==> src/rtl/router_fifo_buf.sv <==
// Per-output-port packet buffer: byte FIFO with start-of-packet tags, a packet
// counter and an idle watchdog that flushes a stalled, unread buffer.
module router_fifo_buf #(
  parameter int unsigned DEPTH   = 16,
  parameter int unsigned WIDTH   = 8,
  parameter int unsigned TIMEOUT = 30
) (
  input  logic                     clk1,
  input  logic                     reset,
  input  logic                     soft_reset,
  input  logic                     write_enb,
  input  logic                     sop_in,
  input  logic [WIDTH-1:0]         data_in,
  input  logic                     read_enb,
  output logic [WIDTH-1:0]         data_out,
  output logic                     sop_out,
  output logic                     data_valid,
  output logic                     fifo_full,
  output logic                     fifo_empty,
  output logic [$clog2(DEPTH):0]   pkt_count,
  output logic                     timeout
);

  localparam int unsigned AW = $clog2(DEPTH);
  localparam int unsigned CW = AW + 1;
  // Holds values up to TIMEOUT-1, the largest the watchdog ever stores.
  localparam int unsigned IW = $clog2(TIMEOUT);

  logic [WIDTH:0]   mem [DEPTH];

  logic [AW-1:0]    wr_ptr_q, wr_ptr_d;
  logic [AW-1:0]    rd_ptr_q, rd_ptr_d;
  logic [CW-1:0]    count_q, count_d;
  logic [CW-1:0]    pkt_cnt_q, pkt_cnt_d;
  logic [IW-1:0]    idle_cnt_q, idle_cnt_d;
  logic [WIDTH-1:0] data_out_q, data_out_d;
  logic             sop_out_q, sop_out_d;
  logic             data_valid_q, data_valid_d;
  logic             timeout_q, timeout_d;

  logic             wr_acc, rd_acc, idle_inc, auto_flush, flush, mem_we;
  logic [WIDTH:0]   rd_word;

  assign fifo_full  = (count_q == CW'(DEPTH));
  assign fifo_empty = (count_q == '0);

  assign wr_acc     = write_enb && !fifo_full;
  assign rd_acc     = read_enb && !fifo_empty;
  assign idle_inc   = !fifo_empty && !read_enb;
  assign auto_flush = idle_inc && (idle_cnt_q == IW'(TIMEOUT - 1));
  assign flush      = soft_reset || auto_flush;
  assign mem_we     = wr_acc && !flush;
  assign rd_word    = mem[rd_ptr_q];

  always_comb begin
    wr_ptr_d     = wr_ptr_q;
    rd_ptr_d     = rd_ptr_q;
    count_d      = count_q;
    pkt_cnt_d    = pkt_cnt_q;
    idle_cnt_d   = idle_cnt_q;
    data_out_d   = data_out_q;
    sop_out_d    = sop_out_q;
    data_valid_d = 1'b0;
    timeout_d    = 1'b0;

    if (flush) begin
      wr_ptr_d   = '0;
      rd_ptr_d   = '0;
      count_d    = '0;
      pkt_cnt_d  = '0;
      idle_cnt_d = '0;
      timeout_d  = !soft_reset;
    end else begin
      if (wr_acc) begin
        wr_ptr_d = wr_ptr_q + AW'(1);
      end
      if (rd_acc) begin
        rd_ptr_d     = rd_ptr_q + AW'(1);
        data_out_d   = rd_word[WIDTH-1:0];
        sop_out_d    = rd_word[WIDTH];
        data_valid_d = 1'b1;
      end

      unique case ({wr_acc, rd_acc})
        2'b10:   count_d = count_q + CW'(1);
        2'b01:   count_d = count_q - CW'(1);
        default: count_d = count_q;
      endcase

      unique case ({wr_acc && sop_in, rd_acc && rd_word[WIDTH]})
        2'b10:   pkt_cnt_d = pkt_cnt_q + CW'(1);
        2'b01:   pkt_cnt_d = pkt_cnt_q - CW'(1);
        default: pkt_cnt_d = pkt_cnt_q;
      endcase

      idle_cnt_d = idle_inc ? idle_cnt_q + IW'(1) : '0;
    end
  end

  always_ff @(posedge clk1 or negedge reset) begin
    if (!reset) begin
      wr_ptr_q     <= '0;
      rd_ptr_q     <= '0;
      count_q      <= '0;
      pkt_cnt_q    <= '0;
      idle_cnt_q   <= '0;
      data_out_q   <= '0;
      sop_out_q    <= 1'b0;
      data_valid_q <= 1'b0;
      timeout_q    <= 1'b0;
    end else begin
      wr_ptr_q     <= wr_ptr_d;
      rd_ptr_q     <= rd_ptr_d;
      count_q      <= count_d;
      pkt_cnt_q    <= pkt_cnt_d;
      idle_cnt_q   <= idle_cnt_d;
      data_out_q   <= data_out_d;
      sop_out_q    <= sop_out_d;
      data_valid_q <= data_valid_d;
      timeout_q    <= timeout_d;
    end
  end

  // Storage is deliberately unreset; count gates every read.
  always_ff @(posedge clk1) begin
    if (mem_we) begin
      mem[wr_ptr_q] <= {sop_in, data_in};
    end
  end

  assign data_out   = data_out_q;
  assign sop_out    = sop_out_q;
  assign data_valid = data_valid_q;
  assign pkt_count  = pkt_cnt_q;
  assign timeout    = timeout_q;

endmodule

==> config.mk <==
export PLATFORM = sky130hd
export DESIGN_NAME = router_fifo_buf
export DESIGN_NICKNAME = d
export VERILOG_FILES = /design/src/rtl/router_fifo_buf.sv
export SDC_FILE = /design/constraint.sdc
export NUM_CORES = 1
export LEC_CHECK = 0
export ABC_AREA = 1
export BUFFER_PORTS_ARGS = -buffer_cell sky130_fd_sc_hd__buf_4
export CAP_MARGIN = 30
export CORE_MARGIN = 5
export CORE_UTILIZATION = 60
export CTS_CLUSTER_DIAMETER = 40
export DETAILED_ROUTE_END_ITERATION = 8
export GPL_ROUTABILITY_DRIVEN = 0
export PLACE_DENSITY_LB_ADDON = 0.15
export SLEW_MARGIN = 20
export SYNTH_ARGS = -nofsm -noshare
export SYNTH_HDL_FRONTEND = slang
export SYNTH_SLANG_ARGS = --single-unit
==> constraint.sdc <==
create_clock -name clk1 -period 2.9 [get_ports clk1]
set_input_delay 0.29 -clock clk1 [delete_from_list [all_inputs] [get_ports clk1]]
set_output_delay 0.29 -clock clk1 [all_outputs]
set_load 0.005 [all_outputs]
Word-level counts from Yosys, hierarchy flattened

Memories as Yosys holds them, arrays and structs flattened.
Index checks and enable logic that the tools add are counted.

Add/sub/neg operators: 7
Equality and inequality tests: 6
Muxes and demuxes: 15
Bitwise logic cells: 1
Reductions and logical operators: 19

Operators by type and width:

| operator            | number |
|---|---|
| $mux 5              | 4 |
| $pmux 5 s2          | 2 |
| $mux 4              | 4 |
| $add 5x1->5 const B | 3 |
| $eq 5x5->1 const B  | 2 |
| $sub 5x1->5 const B | 2 |
| $add 4x1->4 const B | 2 |
| $logic_and 1x1->1   | 7 |
| $reduce_bool 3->1   | 2 |
| $logic_not 1->1     | 5 |
| $logic_not 5->1     | 1 |
| $mux 1              | 5 |
| $eq 2x1->1 const B  | 2 |
| $eq 2x2->1 const B  | 2 |
| $reduce_bool 2->1   | 2 |
| $reduce_and 2->1    | 1 |
| $logic_or 1x1->1    | 1 |
| $not 1->1           | 1 |

Flip-flop bits (word level): 34
Memory bits (writable): 144
Logic and storage cells: 58
Memories: 1

Memory list:

| name | words | bits a word | read ports | clocked after memory_dff | wr ports | line | text |
|---|---|---|---|---|---|---|---|
| mem  | 16    | 9           | 1          | 0                        | 1        | 29   | `logic [WIDTH:0] mem [DEPTH];` |

Logic depth before layout (Yosys ltp)

Gate-level depths: netlist (run 1).

Depth after elaboration: 9
Gate-level depth with buffers: 18
Mapped depth without buffers: 18

Worst setup path after synthesis (run 1)

No wires, ideal clock.

Path type: flip-flop to flip-flop
From: reg rd_ptr_q[0]
To: reg pkt_cnt_q[4], in the netlist pkt_count[4]
Arrival time: 2.139 ns
Data required time: 2.784 ns
Slack: 0.645 ns
Stages on the path, launching flop included: 17
Clock period less this slack: 2.255 ns
Cells stage by stage: dfrtp_1 -> buf_6 -> buf_6 -> nand2_2 -> nand3_2 -> nand3_1 -> nand2_2 -> nand2_4 -> nand3_4 -> fa_1 -> o21ai_0 -> xor2_1 -> inv_1 -> nand2_1 -> nand2_1 -> nand2_1 -> nand2_1

Longest elaborated chain between the ends: 5
Elaborated cells on any way between the ends: 7
Those cells by class: 2 x eq/ne; 2 x mux; 2 x reduce/logical; 1 x memory

RTL lines:

| item                                     | line | text |
|---|---|---|
| start: declaration                       | 32   | `logic [AW-1:0] rd_ptr_q, rd_ptr_d;` |
| start signal: assignment                 | 113  | `rd_ptr_q <= rd_ptr_d;` |
| $mem_v2 16x9 (*)                         | -    |  |
| $logic_and 1x1->1 (*)                    | 90   | `unique case ({wr_acc && sop_in, rd_acc && rd_word[WIDTH]})` |
| $eq 2x1->1 or $eq 2x2->1 (tied branches) | 90   |  |
| $pmux 5 s2                               | 90   |  |
| $mux 5                                   | 66   | `if (flush) begin` |
| end signal: assignment                   | 115  | `pkt_cnt_q <= pkt_cnt_d;` |
| end: declaration                         | 34   | `logic [CW-1:0] pkt_cnt_q, pkt_cnt_d;` |

Every way passes the cells marked *; elsewhere a longest branch is shown, timed or not.
A chain may end at the register's enable or synchronous reset.

Worst setup path after layout (run 1)

From: reg rd_ptr_q[2]
To: reg pkt_cnt_q[4], in the netlist pkt_count[4]

Same word-level chain as after synthesis.

==> results of run 1 <==
## cell families (layout without fill, tap and decap cells)
family / Yosys count / count (layout) / synth area share
adder cells (fa/ha/maj): 15 / 15 / 0.0268
AND/OR/NAND/NOR: 230 / 230 / 0.126
flip-flops: 178 / 178 / 0.684
multiplexers: 1 / 1 / 0.00149
XOR/XNOR: 9 / 9 / 0.0104
buffers and inverters: 70 / 128 / 0.0415
AO/OA/AOI/OAI: 138 / 138 / 0.110
## power by group through the flow
stage          sequential, W  combinational (W)  clock (W)
5_1_grt              0.00305            0.00192    0.00245
6_report             0.00303            0.00170    0.00229
4_1_cts              0.00303            0.00172    0.00232
3_5_place_dp         0.00308            0.00170          0
3_3_place_gp         0.00308            0.00163          0
2_1_floorplan        0.00306            0.00117          0
## final timing paths
check / from / slack (ns) / to
min in group asynchronous: reset / 0.35 / data_out[5]
max: rd_ptr_q[2] / 0.31 / pkt_count[4]
max reg2reg: rd_ptr_q[2] / 0.31 / pkt_count[4]
min: soft_reset / 0.08 / timeout
min reg2reg: idle_cnt_q[0] / 0.50 / idle_cnt_q[0]
max in group asynchronous: reset / 2.22 / rd_ptr_q[0]
## state kept, by name (all words and copies together), names as in the netlist
signal      count
timeout         1
count_q         5
data_out        8
idle_cnt_q      5
rd_ptr_q        4
wr_ptr_q        4
pkt_count       5
mem           144
sop_out         1
data_valid      1
## worst max-delay path: stages, from the launching register on
cell,delay [ns]
dfrtp_1,0.41
inv_2,0.26
nor2_1,0.11
nand3_1,0.08
nand2_1,0.05
nor2_1,0.09
nand2_1,0.09
nand2_4,0.10
nand3_4,0.12
fa_1,0.42
o21ai_0,0.24
xor2_1,0.23
inv_1,0.06
nand2_1,0.06
nand2_1,0.05
nand2_1,0.05
nand2_1,0.04
## synth_stat cells (all sizes together)
master,n,area share
ha,13,0.022
bufinv,1,0.0023
xor2,5,0.0058
fa,2,0.0053
o21a,1,0.00099
nor2,100,0.050
nand3,18,0.015
dfrtp,34,0.11
a21oi,9,0.0079
buf,16,0.013
edfxtp,144,0.57
nand4,4,0.0041
o211ai,12,0.012
xnor2,4,0.0046
clkbuf,14,0.0069
inv,38,0.019
o21ai,83,0.055
nand2,107,0.056
o221ai,20,0.023
clkinv,1,0.00050
a22o,1,0.0012
mux2,1,0.0015
o22ai,12,0.0099
or2,1,0.00083
## timing repair
item / in CTS / in global routing
setup buffers: 0 / 0
endpoints found under the hold margin: 34 / 0
hold buffers: 1 / 0
## layer usage
metal | global-route usage | wire length, um | part of all wire
met5 | 0 | 0 | 0
met4 | 0.0777 | 263 | 0.016
met2 | 0.379 | 8070 | 0.49
met3 | 0.0585 | 1030 | 0.063
met1 | 0.327 | 7080 | 0.43
## layout by cell type (no fill, tap or decap), types with 2 or more instances in the layout
cell,count
nand4_1,3
o21ai_1,17
nor2_1,99
o221ai_1,20
nand3_2,2
inv_6,3
bufinv_16,3
inv_1,29
o22ai_1,12
nand3_1,15
nand2_2,5
edfxtp_1,144
xor2_1,5
clkinv_1,2
inv_2,9
fa_1,2
a21oi_1,7
buf_4,56
dfrtp_1,33
clkbuf_1,2
nand2_1,101
o21ai_0,66
ha_1,13
clkinvlp_4,3
xnor2_1,4
clkbuf_16,17
o211ai_1,12
## per-stage QoR
step	worst slack [ns]	std cells	area (sq um)	power (W)	hold slack, ns
finish	0.310	871	8650	0.00703	0.0817
global route	0.0309	871	8650	0.00743	0.0718
CTS	0.314	871	8650	0.00707	0.0659
detailed placement	0.345	839	8050	0.00479	0.259
global placement	0.451	839	8050	0.00471	0.257
floorplan	0.645	641	7560	0.00423	-0.00559
## cell type report
cell class | instances | area (sq um)
clock buffers | 19 | 433
clock inverters | 12 | 156
fillers | 887 | 3820
inverters | 40 | 164
multi-input cells | 393 | 2070
flip-flops and latches | 178 | 5180
well taps | 172 | 215
repair buffers | 57 | 430
==> flow_metrics.py, run 1 <==
metrics = {
    "hold_path": {
        "worstHoldPathCells": 2,
        "hold_class": "primary input to flip-flop",
    },
    "floorplanning": {
        "io_pins": 32,
        "core_area_sq_um": 12500,
        "die_h_um": 122,
        "die_area_sq_um": 15000,
        "fp-row-count": 41,
        "die_w_um": 122,
        "initial_core_util": 0.607,
    },
    "routing": {
        "drc": 0,
        "vias": 5019,
        "via_per_inst": 5.76,
        "routed_wl_um": 16500,
        "wl_per_cell_um": 18.9,
        "dr.pass1.iters": 5,
        "drt_iter0_drc": 527,
        "ant_nets": 0,
    },
    "sta": {
        "clock.fmax_mhz": 386,
        "timing.final.crit_share": 0.893,
        "worst_slew_pin_slew_ns": 0.669,
        "min_period_ns": 2.59,
        "finalSetupViolations": 0,
        "hold_viol_final": 0,
        "slew_viol_final": 0,
        "setup_tns_ns": 0,
        "grt_setup_unrepaired": "false",
        "slew_headroom": 0.554,
        "clock-skew-final_ns": 0.0150,
    },
    "clocking": {
        "cts_sinks": 178,
        "numCtsBuffers": 17,
        "clock_path_buffers": 2,
        "cts.repair.resized": 0,
        "cts-root-buf": "clkbuf_16",
        "cts_tree": "yes",
        "h-tree-depth": 4,
        "clk_pin_slew_ns": 0.07,
        "clk_latency_ns": 0.43,
    },
    "power_and_ir_drop": {
        "power.leakage_nw": 3.32,
        "power_switching_w": 0.00213,
        "p_per_area_nw_per_um2": 812,
        "seqPwrFrac": 0.432,
        "peakVddDrop_uv": 623,
        "p_clk_frac": 0.326,
        "power_frac_comb": 0.242,
        "sw_frac_of_total": 0.303,
        "p_int_w": 0.00490,
    },
    "yosys": {
        "synth_warnings": 0,
        "yosysUniqueCellTypes": 36,
        "syn-cell-area_sq_um": 7560,
        "syn_inst": 641,
        "ys_seq_elements": 178,
        "ys_seq_area_frac": 0.684,
        "synth_fp_nets": 670,
        "avgSynthCellArea_sq_um": 11.8,
    },
    "layout": {
        "final_util": 0.694,
        "diodes": 0,
        "drive_above_1_share": 0.157,
        "nNetsFinal": 716,
        "area_growth_pct": 14.4,
    },
    "place": {
        "io_buffers": 31,
        "place_hpwl_um": 10300,
    },
    "setup_path": {
        "crit_arrival_ns": 2.90,
        "cp-start-kind": "flip-flop",
        "crit_fanout": 15,
        "worstSetupPathType": "flip-flop to flip-flop",
        "cp.required_ns": 3.21,
        "reg2regPathDepth": 16,
        "end_kind": "flip-flop",
    },
    "status": {
        "outcome": "finished clean",
    },
    "grt": {
        "grt_max_degree": 65,
        "grt.total_usage": 0.238,
        "antenna_found_initial": 0,
        "grt_pass1_wl_um": 26300,
        "overflow": 0,
        "grt_pass1_vias": 4928,
    },
    "run": {
        "cap_violations": 0,
    },
}
Note: power is estimated with default switching activity, not from simulation.
==> run 2, diff against run 1 <==
--- a/config.mk
+++ b/config.mk
@@ -5,7 +5,7 @@
 export SDC_FILE = /design/constraint.sdc
 export NUM_CORES = 1
 export LEC_CHECK = 0
-export ABC_AREA = 1
+export ABC_AREA = 0
 export BUFFER_PORTS_ARGS = -buffer_cell sky130_fd_sc_hd__buf_4
 export CAP_MARGIN = 30
 export CORE_MARGIN = 5
==> flow_metrics.py, run 2 <==
metrics = {
    "yosys": {
        "syn-cell-area_sq_um": 7460,
        "synth.most_common_cell": "edfxtp_1",
        "ys_top_cells_by_area": "edfxtp_1, mux4_2, dfrtp_1, ha_1, mux2_2",
        "synth_edf_count": 144,
        "ys.flop_type": "edfxtp_1",
        "synth_warnings": 0,
        "ys_seq_elements": 178,
        "syn_inst": 417,
        "yosysUniqueCellTypes": 54,
        "yosys.area.top_type": "edfxtp_1",
        "synthArstFlopShare": 0.191,
        "synth_fp_nets": 446,
        "avgSynthCellArea_sq_um": 17.9,
        "ys_seq_area_frac": 0.694,
        "yosysTopAreaCellShare": 0.580,
        "synthTopCellsByCount": "edfxtp_1, mux4_2, dfrtp_1",
    },
    "layout": {
        "nNetsFinal": 530,
        "drive_above_1_share": 0.348,
        "multi_input_area_sq_um": 2200,
        "diodes": 0,
        "area_growth_pct": 19.0,
        "layout_common_cells": "edfxtp_1, buf_4, mux4_2",
        "regArea_sq_um": 5180,
        "layout_commonest_cell": "edfxtp_1",
        "fin_cells": 682,
        "fillerInstances": 746,
        "regMostFlops": "mem",
        "largest_register_ff_count": 144,
    },
    "power_and_ir_drop": {
        "p_per_area_nw_per_um2": 809,
        "power_frac_comb": 0.258,
        "seqPwrFrac": 0.430,
        "peakVddDrop_uv": 616,
        "p_clk_frac": 0.312,
        "power.leakage_nw": 3.20,
        "power_switching_w": 0.00193,
        "p_int_w": 0.00526,
        "sw_frac_of_total": 0.268,
    },
    "status": {
        "outcome": "finished clean",
    },
    "sta": {
        "clock.fmax_mhz": 366,
        "worst_slew_pin_slew_ns": 0.648,
        "slew_headroom": 0.568,
        "clock-skew-final_ns": 0.00877,
        "min_period_ns": 2.73,
        "finalSetupViolations": 0,
        "timing.final.crit_share": 0.942,
        "hold_viol_final": 0,
        "setup_tns_ns": 0,
        "slew_viol_final": 0,
    },
    "setup_path": {
        "startpoint": "count_q[0]",
        "cp-start-kind": "flip-flop",
        "crit_arrival_ns": 3.07,
        "worstSetupPathType": "flip-flop to flip-flop",
        "worstReg2RegEnd": "count_q[4]",
        "r2r-start": "count_q[0]",
        "cp_top_family": "simple AND/OR/NAND/NOR gates",
        "crit_end": "count_q[4]",
        "cp.required_ns": 3.24,
        "cpPeakStageDelay_ns": 0.59,
        "cp.depth": 10,
        "crit_fanout": 5,
        "r2r_slack_ns": 0.17,
        "reg2regPathDepth": 10,
        "crit_slowest_cell": "or4_4",
        "end_kind": "flip-flop",
        "path_cells": "or4_4 -> o21ai_1 -> nand2_1 -> fa_2 -> nor2b_1 -> o21ai_2 -> and2_1 -> a211oi_1 -> a21oi_1 -> o22ai_1",
        "path_buf_inv": 0,
    },
    "floorplanning": {
        "initial_core_util": 0.616,
        "core_area_sq_um": 12100,
        "die_area_sq_um": 14800,
        "fp-row-count": 40,
        "die_h_um": 122,
        "die_w_um": 122,
        "io_pins": 32,
    },
    "clocking": {
        "numCtsBuffers": 17,
        "clk_latency_ns": 0.42,
        "cts-root-buf": "clkbuf_16",
        "h-tree-depth": 4,
        "clock_path_buffers": 2,
        "cts_sinks": 178,
        "cts_tree": "yes",
        "clk_pin_slew_ns": 0.06,
    },
    "hold_path": {
        "worstHoldStart": "soft_reset",
        "hold_class": "primary input to flip-flop",
    },
    "grt": {
        "grt_pass1_wl_um": 24000,
        "grt_max_degree": 35,
        "grt_pass1_vias": 4130,
        "antenna_found_initial": 0,
        "overflow": 0,
        "grt.total_usage": 0.227,
    },
    "routing": {
        "drt_iter0_drc": 375,
        "routed_wl_um": 15500,
        "via_per_inst": 5.98,
        "drc": 0,
        "dr.pass1.iters": 5,
        "wl_per_cell_um": 22.7,
        "ant_nets": 0,
        "vias": 4075,
    },
    "place": {
        "place_hpwl_um": 9940,
        "dp_cells": 647,
        "io_buffers": 31,
    },
    "run": {
        "cap_violations": 0,
    },
}
[run 2: cell types whose count changed after synthesis, moves of 11 or more]
cell | before | now
nand2_1 | 101 | 14
nor3_1 | 0 | 11
o221ai_1 | 20 | 0
clkbuf_1 | 14 | 1
mux4_2 | 0 | 40
o21ai_1 | 17 | 1
nor2_1 | 99 | 16
o21ai_0 | 66 | 4
[run 2: worst register-to-register path: stages (launching register included)]
cell and delay, ns:
dfrtp_1 0.42, or4_4 0.59, o21ai_1 0.19, nand2_1 0.15, fa_2 0.38, nor2b_1 0.15, o21ai_2 0.09, and2_1 0.20
a211oi_1 0.28, a21oi_1 0.07, o22ai_1 0.14
[run 2: kinds of logic (layout without fill, tap and decap cells)]
family,count (synthesis),in the layout,synth area share
DFF,178,178,0.694
and+or+nand+nor,83,83,0.0622
muxes,57,57,0.145
AOI/OAI and AO/OA,37,37,0.0339
buffers and inverters,34,131,0.0210
adders and majority gates,15,15,0.0272
xor gates and xnor gates,13,13,0.0171
[run 2: worst min-delay path by stage]
stage | to | slack (ns) | depth (start not counted)
2_1_floorplan | count_q[0] | -0.006 | 0
3_3_place_gp | count_q[2] | 0.28 | 1
3_5_place_dp | idle_cnt_q[0] | 0.28 | 1
4_1_cts | timeout | 0.06 | 2
5_1_grt | timeout | 0.08 | 2
6_report | timeout | 0.09 | 2
[run 2: power by group through the flow]
stage / clock network (W) / registers (W) / logic, W
floorplan: 0 / 0.00309 / 0.00120
global placement: 0 / 0.00312 / 0.00174
detailed placement: 0 / 0.00314 / 0.00178
CTS: 0.00228 / 0.00308 / 0.00181
global route: 0.00240 / 0.00311 / 0.00202
finish: 0.00224 / 0.00309 / 0.00185
[run 2: stage by stage]
stage / power, W / area [sq um] / hold WS [ns] / util / setup slack (ns)
2_1_floorplan: 0.00429 / 7470 / -0.00559 / - / 0.0308
3_3_place_gp: 0.00486 / 8200 / 0.280 / 0.677 / 0.0847
3_5_place_dp: 0.00492 / 8200 / 0.283 / 0.677 / -0.104
4_1_cts: 0.00717 / 8800 / 0.0644 / 0.727 / 0.0175
5_1_grt: 0.00753 / 8880 / 0.0769 / 0.733 / -0.00520
6_report: 0.00719 / 8880 / 0.0935 / 0.733 / 0.170
[run 2: what timing repair did]
action                                  CTS  global route
endpoints found under the setup margin    2             3
hold buffers                              1             0
hold endpoints to repair                 34             0
gates cloned                              0             0
buffers inserted                          0             2
pin swaps                                 0             4
resized for setup                         4            12
[run 2: cell type report]
| cell class | instances | area share |
|---|---|---|
| Tap cell | 168 | 0.0237 |
| Inverter | 20 | 0.00846 |
| Clock buffer | 21 | 0.0496 |
| Clock inverter | 11 | 0.0155 |
| Timing Repair Buffer | 79 | 0.0713 |
| Multi-Input combinational cell | 205 | 0.248 |
| Sequential cell | 178 | 0.583 |
[run 2: per-layer routing]
metal	GRT usage	share of wire
met1	0.323	0.43
met2	0.351	0.49
met3	0.0657	0.070
met4	0.0602	0.0073
met5	0	0
